## src/rtl/uart_rx_deframer.sv

```systemverilog
// -----------------------------------------------------------------------------
// uart_rx_deframer
//
// Serial receive front end for the UART path. It synchronises the raw rxd pin,
// recovers 8N1 frames using 16x oversampling, and hands each byte downstream
// on a valid/ready handshake. It sits directly upstream of uart_ctrl's byte
// input. Framing errors and overruns are reported as single-cycle pulses.
//
// Parameters
//   CLK_DIV    clk cycles per oversample tick (bit period = 16*CLK_DIV clks)
//   DATA_BITS  data bits per frame, LSB first, no parity, one stop bit
//
// Ports
//   clk        in   1          system clock
//   rst        in   1          synchronous, active-high reset
//   rxd        in   1          asynchronous serial line, idles high
//   rx_data    out  DATA_BITS  received byte, stable while rx_valid=1
//   rx_valid   out  1          byte available; held until rx_ready
//   rx_ready   in   1          consumer accepts rx_data this cycle
//   frame_err  out  1          1-clk pulse: stop bit sampled low
//   overrun    out  1          1-clk pulse: new byte dropped, buffer full
//   busy       out  1          1 while the receiver is not idle
// -----------------------------------------------------------------------------
module uart_rx_deframer #(
   parameter int CLK_DIV   = 27,
   parameter int DATA_BITS = 8
) (
   input  logic                 clk,
   input  logic                 rst,
   input  logic                 rxd,
   output logic [DATA_BITS-1:0] rx_data,
   output logic                 rx_valid,
   input  logic                 rx_ready,
   output logic                 frame_err,
   output logic                 overrun,
   output logic                 busy
);

   localparam int TICK_W = (CLK_DIV > 1) ? $clog2(CLK_DIV) : 1;
   localparam int BIT_W  = $clog2(DATA_BITS + 1);

   localparam logic [TICK_W-1:0] TICK_LAST = TICK_W'(CLK_DIV - 1);
   localparam logic [BIT_W-1:0]  BIT_LAST  = BIT_W'(DATA_BITS - 1);

   typedef enum logic [2:0] {
      IDLE  = 3'd0,
      START = 3'd1,
      DATA  = 3'd2,
      STOP  = 3'd3,
      BRK   = 3'd4
   } state_t;

   state_t state, state_nxt;

   logic                 rxd_meta;
   logic                 rxd_s;
   logic [TICK_W-1:0]    tick_cnt;
   logic                 tick;
   logic [3:0]           samp_cnt;
   logic [BIT_W-1:0]     bit_cnt;
   logic [DATA_BITS-1:0] shreg;

   // FSM strobes decoded in the output process
   logic start_go;    // falling edge seen while idle
   logic start_ok;    // start bit confirmed low at its midpoint
   logic data_smp;    // mid-bit sample of a data bit
   logic stop_ok;     // stop bit sampled high: deliver the byte
   logic stop_bad;    // stop bit sampled low: framing error

   logic mid_tick;
   logic end_tick;

   assign tick     = (tick_cnt == TICK_LAST);
   assign mid_tick = tick && (samp_cnt == 4'd7);
   assign end_tick = tick && (samp_cnt == 4'd15);

   // ---- stage: input synchroniser (two flops, idle-high) ----
   always_ff @(posedge clk) begin
      if (rst) begin
         rxd_meta <= 1'b1;
         rxd_s    <= 1'b1;
      end else begin
         rxd_meta <= rxd;
         rxd_s    <= rxd_meta;
      end
   end

   // ---- stage: oversample tick and sample counter ----
   // Both counters restart on the start edge so the start-bit midpoint lands
   // a fixed 8 ticks later; the sample counter restarts again once the start
   // bit is confirmed so every data/stop sample falls 16 ticks apart.
   always_ff @(posedge clk) begin
      if (rst) begin
         tick_cnt <= '0;
      end else if (start_go || tick) begin
         tick_cnt <= '0;
      end else begin
         tick_cnt <= tick_cnt + 1'b1;
      end
   end

   always_ff @(posedge clk) begin
      if (rst) begin
         samp_cnt <= 4'd0;
      end else if (start_go || start_ok) begin
         samp_cnt <= 4'd0;
      end else if (tick) begin
         samp_cnt <= samp_cnt + 4'd1;
      end
   end

   // ---- stage: FSM state register ----
   always_ff @(posedge clk) begin
      if (rst) begin
         state <= IDLE;
      end else begin
         state <= state_nxt;
      end
   end

   // ---- stage: FSM next-state logic ----
   always_comb begin
      state_nxt = state;
      unique case (state)
         IDLE: begin
            if (!rxd_s) state_nxt = START;
         end
         START: begin
            // A start bit that is high again at its midpoint was a glitch.
            if (mid_tick) state_nxt = rxd_s ? IDLE : DATA;
         end
         DATA: begin
            if (end_tick && (bit_cnt == BIT_LAST)) state_nxt = STOP;
         end
         STOP: begin
            // Returning to IDLE at mid stop bit lets a back-to-back start
            // bit be caught; a low stop bit parks in BRK until the line
            // recovers so a held-low line never restarts a frame.
            if (end_tick) state_nxt = rxd_s ? IDLE : BRK;
         end
         BRK: begin
            if (rxd_s) state_nxt = IDLE;
         end
         default: state_nxt = IDLE;
      endcase
   end

   // ---- stage: FSM output decode ----
   always_comb begin
      start_go = 1'b0;
      start_ok = 1'b0;
      data_smp = 1'b0;
      stop_ok  = 1'b0;
      stop_bad = 1'b0;
      busy     = 1'b1;
      unique case (state)
         IDLE: begin
            busy     = 1'b0;
            start_go = !rxd_s;
         end
         START: begin
            start_ok = mid_tick && !rxd_s;
         end
         DATA: begin
            data_smp = end_tick;
         end
         STOP: begin
            stop_ok  = end_tick && rxd_s;
            stop_bad = end_tick && !rxd_s;
         end
         BRK: begin
         end
         default: begin
            busy = 1'b0;
         end
      endcase
   end

   // ---- stage: data bit counter and shift register ----
   always_ff @(posedge clk) begin
      if (rst) begin
         bit_cnt <= '0;
      end else if (start_ok) begin
         bit_cnt <= '0;
      end else if (data_smp) begin
         bit_cnt <= bit_cnt + 1'b1;
      end
   end

   // LSB arrives first, so shifting right leaves it at bit 0 after the last bit.
   always_ff @(posedge clk) begin
      if (data_smp) begin
         shreg <= {rxd_s, shreg[DATA_BITS-1:1]};
      end
   end

   // ---- stage: output buffer, handshake and status pulses ----
   // A delivery landing in the same cycle as a consumer transfer refills the
   // buffer, so rx_valid stays high with the new byte and no overrun.
   always_ff @(posedge clk) begin
      if (rst) begin
         rx_data   <= '0;
         rx_valid  <= 1'b0;
         frame_err <= 1'b0;
         overrun   <= 1'b0;
      end else begin
         frame_err <= stop_bad;
         overrun   <= 1'b0;
         if (stop_ok) begin
            if (!rx_valid || rx_ready) begin
               rx_data  <= shreg;
               rx_valid <= 1'b1;
            end else begin
               overrun  <= 1'b1;
            end
         end else if (rx_valid && rx_ready) begin
            rx_valid <= 1'b0;
         end
      end
   end

endmodule

```

## config.mk

```make
export PLATFORM = sky130hd
export DESIGN_NAME = uart_rx_deframer
export DESIGN_NICKNAME = d
export VERILOG_FILES = /design/src/rtl/uart_rx_deframer.sv
export SDC_FILE = /design/constraint.sdc
export NUM_CORES = 1
export LEC_CHECK = 0
export BUFFER_PORTS_ARGS = -buffer_cell sky130_fd_sc_hd__buf_2
export CAP_MARGIN = 10
export CORE_ASPECT_RATIO = 1.4
export CORE_MARGIN = 2
export CORE_UTILIZATION = 40
export CTS_BUF_LIST = sky130_fd_sc_hd__clkbuf_8
export CTS_CLUSTER_SIZE = 30
export DETAILED_ROUTE_END_ITERATION = 10
export GPL_ROUTABILITY_DRIVEN = 1
export GPL_TIMING_DRIVEN = 1
export HOLD_SLACK_MARGIN = 0.1
export PLACE_DENSITY_LB_ADDON = 0.05
export SETUP_SLACK_MARGIN = 0.2
export SLEW_MARGIN = 20
export SYNTH_ARGS = -nofsm -noshare
export SYNTH_HDL_FRONTEND = slang
export SYNTH_SLANG_ARGS = --single-unit
```

## constraint.sdc

```tcl
create_clock -name clk -period 2.4 [get_ports clk]
set_input_delay 0.48 -clock clk [delete_from_list [all_inputs] [get_ports clk]]
set_output_delay 0.48 -clock clk [all_outputs]
set_load 0.01 [all_outputs]
```

Word-level counts from Yosys, hierarchy flattened:

Cells that the tools add are included.

* logic and storage cells: 70
* output and inout bits: 12
* bits in registers: 37

* multiplexer cells: 17
* $add $sub $neg: 3
* bitwise logic cells: 2
* equality and inequality tests: 14
* reduce and logical (&&, ||, !) cells: 23

Operators by type and width (number)
* $mux W3: 6
* $pmux W3 S5: 1
* $ne A2 B2 Y1 const B: 5
* $reduce_or A2 Y1: 5
* $mux W1: 9
* $add A4 B1 Y4 const B: 2
* $eq A4 B3 Y1 const B: 2
* $logic_and A1 B1 Y1: 7
* $eq A3 B2 Y1 const B: 2
* $add A5 B1 Y5 const B: 1
* $eq A5 B5 Y1 const B: 1
* $reduce_and A5 Y1: 1
* $eq A4 B4 Y1 const B: 1
* $reduce_and A2 Y1: 2
* $reduce_or A4 Y1: 1
* $eq A3 B1 Y1 const B: 1
* $eq A3 B3 Y1 const B: 1
* $logic_not A3 Y1: 1
* $logic_or A1 B1 Y1: 3
* $logic_not A1 Y1: 2
* $mux W2: 1
* $ne A2 B1 Y1 const B: 1
* $not A1 Y1: 2
* $reduce_bool A2 Y1: 1

Depth between registers and ports, before layout:

Gate-level depths: netlist (run 1).

* depth in word-level cells: 6
* gate-level depth with buffers: 7
* gate-level depth less buffers: 6

Worst setup path after synthesis (run 1):

No wires, ideal clock.

* kind: register to register
* start: register tick_cnt[0]
* end: register rx_data[0]
* library setup time: 0.132 ns
* data arrival time: 1.383 ns
* path buffers: 1
* stages on the path, launching flop included: 8
* slack: 0.884 ns
* cells stage by stage: dfxtp_1 -> inv_1 -> ha_1 -> and4b_1 -> buf_6 -> nand4_1 -> o21ai_0 -> a21oi_1

* longest elaborated chain between the ends: 5

RTL lines
* from (decl): RTL line 57 `logic [TICK_W-1:0] tick_cnt;`
* from (signal assigned): RTL line 98 `tick_cnt <= tick_cnt + 1'b1;`
* $eq A5 B5 Y1: RTL line 73 `assign tick = (tick_cnt == TICK_LAST);`
* $logic_and A1 B1 Y1: RTL line 75 `assign end_tick = tick && (samp_cnt == 4'd15);`
* $logic_and A1 B1 Y1: RTL line 168 `stop_ok = end_tick && rxd_s;`
* $mux W1: RTL line 156 `unique case (state)`
* $reduce_and A2 Y1 (no line)
* to (signal assigned): RTL line 211 `rx_data <= shreg;`
* to (decl): RTL line 31 `output logic [DATA_BITS-1:0] rx_data,`

Every way passes these cells.
A chain may end at the register's enable or synchronous reset.

Worst setup path in the final report (run 1):

* start: register tick_cnt[0]
* end: register rx_data[1]

The elaborated chain is that of the path after synthesis.

==> results_dict.tcl, run 1 <==
set metrics [dict create \
    placed_area_sq_mm 0.00168 \
    detail_route.wl_per_cell_um 14.1 \
    worstMarginPinSlew_ps 508 \
    start_util_pct 41.4 \
    synthesis.nets 174 \
    worstSkewPairLatency_ps 280 \
    power.leakage_nw 0.682 \
    ys_types 43 \
    first_global_vias 1154 \
    synth-edff-count 8 \
    ctsHtreeMaxLevel 2 \
    cts_num_sinks 37 \
    grt_use_total_pct 14.8 \
    viasPerCell 5.47 \
    number_of_maximum_capacitance_constraint_violations 0 \
    antenna_found_initial 0 \
    floorplan.die.height_um 79.0 \
    hold_class "input pin to register" \
    post_synth_inst_count 166 \
    clock_path_buffers 2 \
    die_w_um 57.6 \
    period_share_pct 82.3 \
    worstPathArrival_ps 2130 \
    final_common_cell "sky130_fd_sc_hd__dfxtp_1" \
    timing.critical_path.to_type "register" \
    core.rowCount 27 \
    detail-route-antenna-nets 0 \
    drive_gt1_share_pct 15.6 \
    drt_drc 0 \
    top_flip_flop_cell_by_instance_count_after_synthesis "sky130_fd_sc_hd__dfxtp_1" \
    root_buffer "sky130_fd_sc_hd__clkbuf_8" \
    design.die.area_sq_mm 0.00455 \
    timing.critical_path.buf_inv 1 \
    timing.fmax_mhz 506 \
    drt-total-wl_um 3120 \
    powerDensity_mw_per_mm2 675 \
    place.detailed.hpwl_um 2250 \
    postCtsSetupRepairBufs 0 \
    finalWorstSetupSlack_ps 424 \
    timing.slew.headroom_pct 66.1 \
    cpPeakStageDelay_ps 480 \
    synth_sequential_area_ratio_pct 51.1 \
    switching_power_mw 0.299 \
    io_buffer_count 15 \
    slowest_stage "sky130_fd_sc_hd__and4b_1" \
    finalCriticalPeriod_ps 1980 \
    dr_pass1_iterations 4 \
    drt_first_iter_violations 36 \
    path_max_fanout 12 \
    critPathTopFamily "simple AND/OR/NAND/NOR gates" \
    grt_max_degree 19 \
    grt_pass1_wl_um 5210 \
    synth.avg_cell_area_sq_um 9.68 \
    setup_repair_after_global_routing_missed_its_margin "false" \
    hold_violations 0 \
    combPwrFrac_pct 7.7 \
    setup.worst_path.class "register to register" \
    pwr-share-clk_pct 34.6 \
    floorplan.io_pins 16 \
    vdd.ir_drop.worst_uv 424 \
    yosys_register_bits 37 \
    timing.clock.skew_ps 5.84 \
    post-route-util_pct 45.5 \
    overflow 0 \
    netSwitchingFraction_pct 25.1 \
    slew_viols_final 0 \
    synthesis.yosys.warnings 0 \
    worst-endpoint-required_ps 2560 \
    synthArstFlopShare_pct 0 \
    via_count 1215 \
    tritoncts_clock_tree "yes" \
    post-place-cells 214 \
    number_of_antenna_repair_diodes 0 \
    cts_hold_buffers 0 \
    area.growth.synth_to_final_pct 9.97 \
    cell_internal_pwr_mw 0.893 \
    finalNetCount 186 \
    netlist_area_sq_mm 0.00161 \
    final_design_area_no_fill_sq_mm 0.00177 \
    sequentialPowerShare_pct 57.6 \
    numCtsBuffers 5 \
    critical_path.cell_chain "inv_1, ha_1, and4b_1, nand4_1, o21ai_0, a21oi_1" \
    fin_tns_setup_ps 0 \
    crit_path_start_kind "register" \
    most-common-layout-cells "29 x sky130_fd_sc_hd__dfxtp_1, 18 x sky130_fd_sc_hd__nor2_1, 15 x sky130_fd_sc_hd__buf_2" \
    worst_setup_slack_post_dpl_ps 439 \
    clkTransAtPathRegs_ps 70 \
    fin_cells 222 \
    outcome "finished, final reports clean" \
    setup_viol_count_final 0 \
    design.core.area_sq_mm 0.00388 \
    postCtsResizedCells 0 \
    place.gp.congestion 0.786 \
]
## cell families after synthesis
kind of cell	Yosys count	synth area share, %
AND/OR/NAND/NOR	66	22.7
XOR/XNOR	9	4.91
flip-flops	37	51.1
buffers and inverters	15	4.59
multiplexers	1	0.623
AO/OA/AOI/OAI	34	13.0
adder cells (fa/ha/maj)	4	3.12
## layer usage
metal	up-vias	share of wire, %	GRT usage [%]
li1	619	-	-
met1	572	45	17.1
met2	22	50	25.6
met3	2	3.4	4.07
met4	0	0.64	5.81
met5	-	0	0
## stage by stage
step | hold slack, ps | power [mW]
after CTS | 366 | 1.21
after global placement | 398 | 0.790
final | 378 | 1.19
after detailed placement | 400 | 0.795
after global routing | 366 | 1.26
after floorplan | 389 | 0.772
## synth_stat cells, drive strengths merged (2+ instances only)
library cell	number	area, sq um
xnor2	3	26.3
inv	5	18.8
nor3	2	10.0
nor2	18	67.6
and4b	2	20.0
edfxtp	8	240
or3	2	12.5
ha	4	50.1
nor2b	2	12.5
nand3	13	65.1
nand4	5	37.5
dfxtp	29	581
buf	7	43.8
a21oi	12	63.8
or2	2	12.5
xor2	6	52.6
nand2b	2	12.5
clkbuf	3	11.3
o21ai	12	60.1
nand2	7	26.3
nor4	3	18.8
and2	2	12.5
## power groups by stage
| stage | Clock (mW) | Sequential (mW) | Combinational [mW] |
|---|---|---|---|
| after floorplan | 0 | 0.673 | 0.0988 |
| after global placement | 0 | 0.699 | 0.0916 |
| after detailed placement | 0 | 0.700 | 0.0950 |
| after CTS | 0.433 | 0.685 | 0.0949 |
| after global routing | 0.459 | 0.692 | 0.107 |
| final | 0.413 | 0.688 | 0.0924 |
## flip-flops by register name, summed over array words and instances (netlist names)
register,count
frame_err,1
samp_cnt,4
shreg,8
tick_cnt,5
bit_cnt,4
rx_valid,1
state,3
rxd_s,1
rx_data,8
overrun,1
rxd_meta,1
## worst paths after layout
| check | slack (ps) | from | endpoint | depth (start not counted) |
|---|---|---|---|---|
| max reg2reg | 420 | tick_cnt[0]$_SDFF_PP0_ | rx_data[1]$_SDFFE_PP0P_ | 6 |
| min | 380 | rxd | rxd_meta$_SDFF_PP1_ | 2 |
| max | 420 | tick_cnt[0]$_SDFF_PP0_ | rx_data[1]$_SDFFE_PP0P_ | 6 |
| min reg2reg | 420 | rxd_meta$_SDFF_PP1_ | rxd_s$_SDFF_PP1_ | 1 |
## final cells by class
| type | count | area [sq um] |
|---|---|---|
| fill | 383 | 2120 |
| sequential | 37 | 821 |
| multi-input combinational | 114 | 712 |
| clock inverter | 3 | 17.5 |
| inverter | 5 | 18.8 |
| clock buffer | 5 | 68.8 |
| tap | 43 | 53.8 |
| timing repair buffer | 15 | 75.1 |
Power figures use the tool's default switching activity.
==> run 2: changes to the inputs <==
- clock period: 2.4 -> 1.8 ns (I/O delays scaled with it)
==> run 2 against run 1 <==
Effect of this change: utilization up 6.8 points; global-route usage grew 1.0 points; register-to-register slack got worse by 210 ps; critical path depth grew 2; maximum frequency up 25%; largest cell class unchanged.
==> results_dict.tcl, run 2 (synthesis results as in run 1) <==
set metrics [dict create \
    outcome "finished, final reports clean" \
    clock_path_buffers 2 \
    worstSkewPairLatency_ps 290 \
    viasPerCell 5.56 \
    ctsHtreeMaxLevel 2 \
    detail-route-antenna-nets 0 \
    io_buffer_count 15 \
    setup_viol_count_final 0 \
    finalCriticalPeriod_ps 1580 \
    number_of_antenna_repair_diodes 0 \
    reg2regPathDepth 8 \
    design.die.area_sq_mm 0.00455 \
    post-route-util_pct 52.3 \
    most-common-layout-cells "24 x sky130_fd_sc_hd__dfxtp_1, 18 x sky130_fd_sc_hd__nor2_1, 15 x sky130_fd_sc_hd__buf_2" \
    cts_hold_buffers 0 \
    setup_repair_after_global_routing_missed_its_margin "true" \
    critPathTopFamily "simple AND/OR/NAND/NOR gates" \
    fin_tns_setup_ps 0 \
    hold_class "input pin to register" \
    core.rowCount 27 \
    place.gp.congestion 0.798 \
    drt-total-wl_um 3530 \
    start_util_pct 41.4 \
    timing.critical_path.buf_inv 3 \
    grt_max_degree 19 \
    floorplan.die.height_um 79.0 \
    area.growth.synth_to_final_pct 26.4 \
    worstMarginPinSlew_ps 797 \
    timing.clock.skew_ps 9.30 \
    slowest_stage "sky130_fd_sc_hd__dfxtp_2" \
    dr_pass1_iterations 4 \
    grt_use_total_pct 15.8 \
    regToRegStartpoint "tick_cnt[0]$_SDFF_PP0_" \
    cpPeakStageDelay_ps 360 \
    design.core.area_sq_mm 0.00388 \
    clkTransAtPathRegs_ps 70 \
    grt_pass1_wl_um 5400 \
    powerDensity_mw_per_mm2 877 \
    overflow 0 \
    place.detailed.hpwl_um 2300 \
    drt_drc 0 \
    tritoncts_clock_tree "yes" \
    grt_util_met3_pct 4.89 \
    worstPathArrival_ps 1760 \
    timing.fmax_mhz 631 \
    worst_hold_startpoint "rxd" \
    vdd.ir_drop.worst_uv 457 \
    power.leakage_nw 0.799 \
    numCtsBuffers 5 \
    fin_cells 239 \
    timing.slew.headroom_pct 46.8 \
    crit_path_start_kind "register" \
    die_w_um 57.6 \
    design_power_total_mw 1.78 \
    post-place-cells 221 \
    critical_path.cell_chain "inv_2, ha_4, and4b_2, buf_6, buf_4, nand3_2, nor2_1, o221a_1" \
    worst_hold_path.endpoint "rxd_meta$_SDFF_PP1_" \
    worst-endpoint-required_ps 1980 \
    grt.met2_usage_pct 28.4 \
    slew_viols_final 0 \
    largestRegisters "rx_data x8, shreg x8, tick_cnt x5" \
    globalRouteMet1Util_pct 16.2 \
    ff2ff_setup_slack_ps 220 \
    hold_depth 2 \
    critical_path.reg2reg.endpoint "state[2]$_SDFFE_PP0P_" \
    timing.critical_path.to_type "register" \
    cts_num_sinks 37 \
    via_count 1330 \
    drive_gt1_share_pct 35.2 \
    floorplan.io_pins 16 \
    hold_violations 0 \
    detail_route.wl_per_cell_um 14.8 \
    drt_first_iter_violations 14 \
    finalNetCount 203 \
    setup.worst_path.class "register to register" \
    number_of_inserted_filler_cells_in_the_final_layout 355 \
    cp_num_cells 8 \
    antenna_found_initial 0 \
    first_global_vias 1217 \
    period_share_pct 88.0 \
    final_common_cell "sky130_fd_sc_hd__dfxtp_1" \
    number_of_maximum_capacitance_constraint_violations 0 \
    grt-busiest-layer "met2" \
    root_buffer "sky130_fd_sc_hd__clkbuf_8" \
    path_max_fanout 6 \
]
run 2: cell types whose count changed in the layout (fill, tap and decap cells not counted), moves of 3 or more:
cell                      change
sky130_fd_sc_hd__buf_4       +13
sky130_fd_sc_hd__o21ai_0      -8
sky130_fd_sc_hd__o21ai_2      +6
sky130_fd_sc_hd__dfxtp_1      -5
sky130_fd_sc_hd__buf_6        +4
sky130_fd_sc_hd__dfxtp_2      +3
run 2: worst max path at each step:
stage	startpoint	end	slack [ps]
2_1_floorplan	tick_cnt[0]$_SDFF_PP0_	rx_data[0]$_SDFFE_PP0P_	280
3_3_place_gp	tick_cnt[0]$_SDFF_PP0_	state[2]$_SDFFE_PP0P_	160
3_5_place_dp	samp_cnt[0]$_SDFFE_PP0N_	shreg[3]$_DFFE_PP_	140
4_1_cts	state[1]$_SDFFE_PP0P_	busy	140
5_1_grt	state[1]$_SDFFE_PP0P_	busy	150
6_report	tick_cnt[0]$_SDFF_PP0_	state[2]$_SDFFE_PP0P_	220
run 2: stage by stage:
stage / cell area [sq um] / worst slack (ps) / hold slack (ps)
after floorplan: 1610 / 284 / 389
after global placement: 1730 / 156 / 398
after detailed placement: 1730 / 140 / 407
after CTS: 1860 / 144 / 237
after global routing: 2030 / 150 / 256
final: 2030 / 216 / 250
run 2: final cells by class:
class                   count  area, sq um  share of cell area (%)
well taps                  43         53.8                    2.65
multi-input cells         114          802                    39.5
inverters                   5         18.8                   0.924
flip-flops and latches     37          832                    41.0
clock inverters             3         37.5                    1.85
clock buffers               5         68.8                    3.39
repair buffers             32          218                    10.7
run 2: layer usage:
layer / routed length, um / vias to the layer above
met5: 0 / -
met2: 1930 / 40
met4: 47 / 0
met3: 147 / 6
met1: 1400 / 635
li1: - / 649
run 2: power by group:
group          internal, mW  total [mW]  switching (mW)
Sequential            0.869       0.913          0.0433
Clock                 0.403       0.688           0.285
Combinational        0.0877       0.180          0.0921
Total                  1.36        1.78           0.420
run 2: timing repair:
action	4_1_cts	5_1_grt
gates resized for setup	9	39
buffers inserted	1	8
pin swaps	2	10
cloned	0	1
endpoints found under the setup margin	19	16
run 2: worst reg2reg max path, stage by stage (launching register included):
cell	delay, ps
sky130_fd_sc_hd__dfxtp_2	360
sky130_fd_sc_hd__inv_2	50
sky130_fd_sc_hd__ha_4	150
sky130_fd_sc_hd__and4b_2	260
sky130_fd_sc_hd__buf_6	140
sky130_fd_sc_hd__buf_4	150
sky130_fd_sc_hd__nand3_2	90
sky130_fd_sc_hd__nor2_1	50
sky130_fd_sc_hd__o221a_1	240
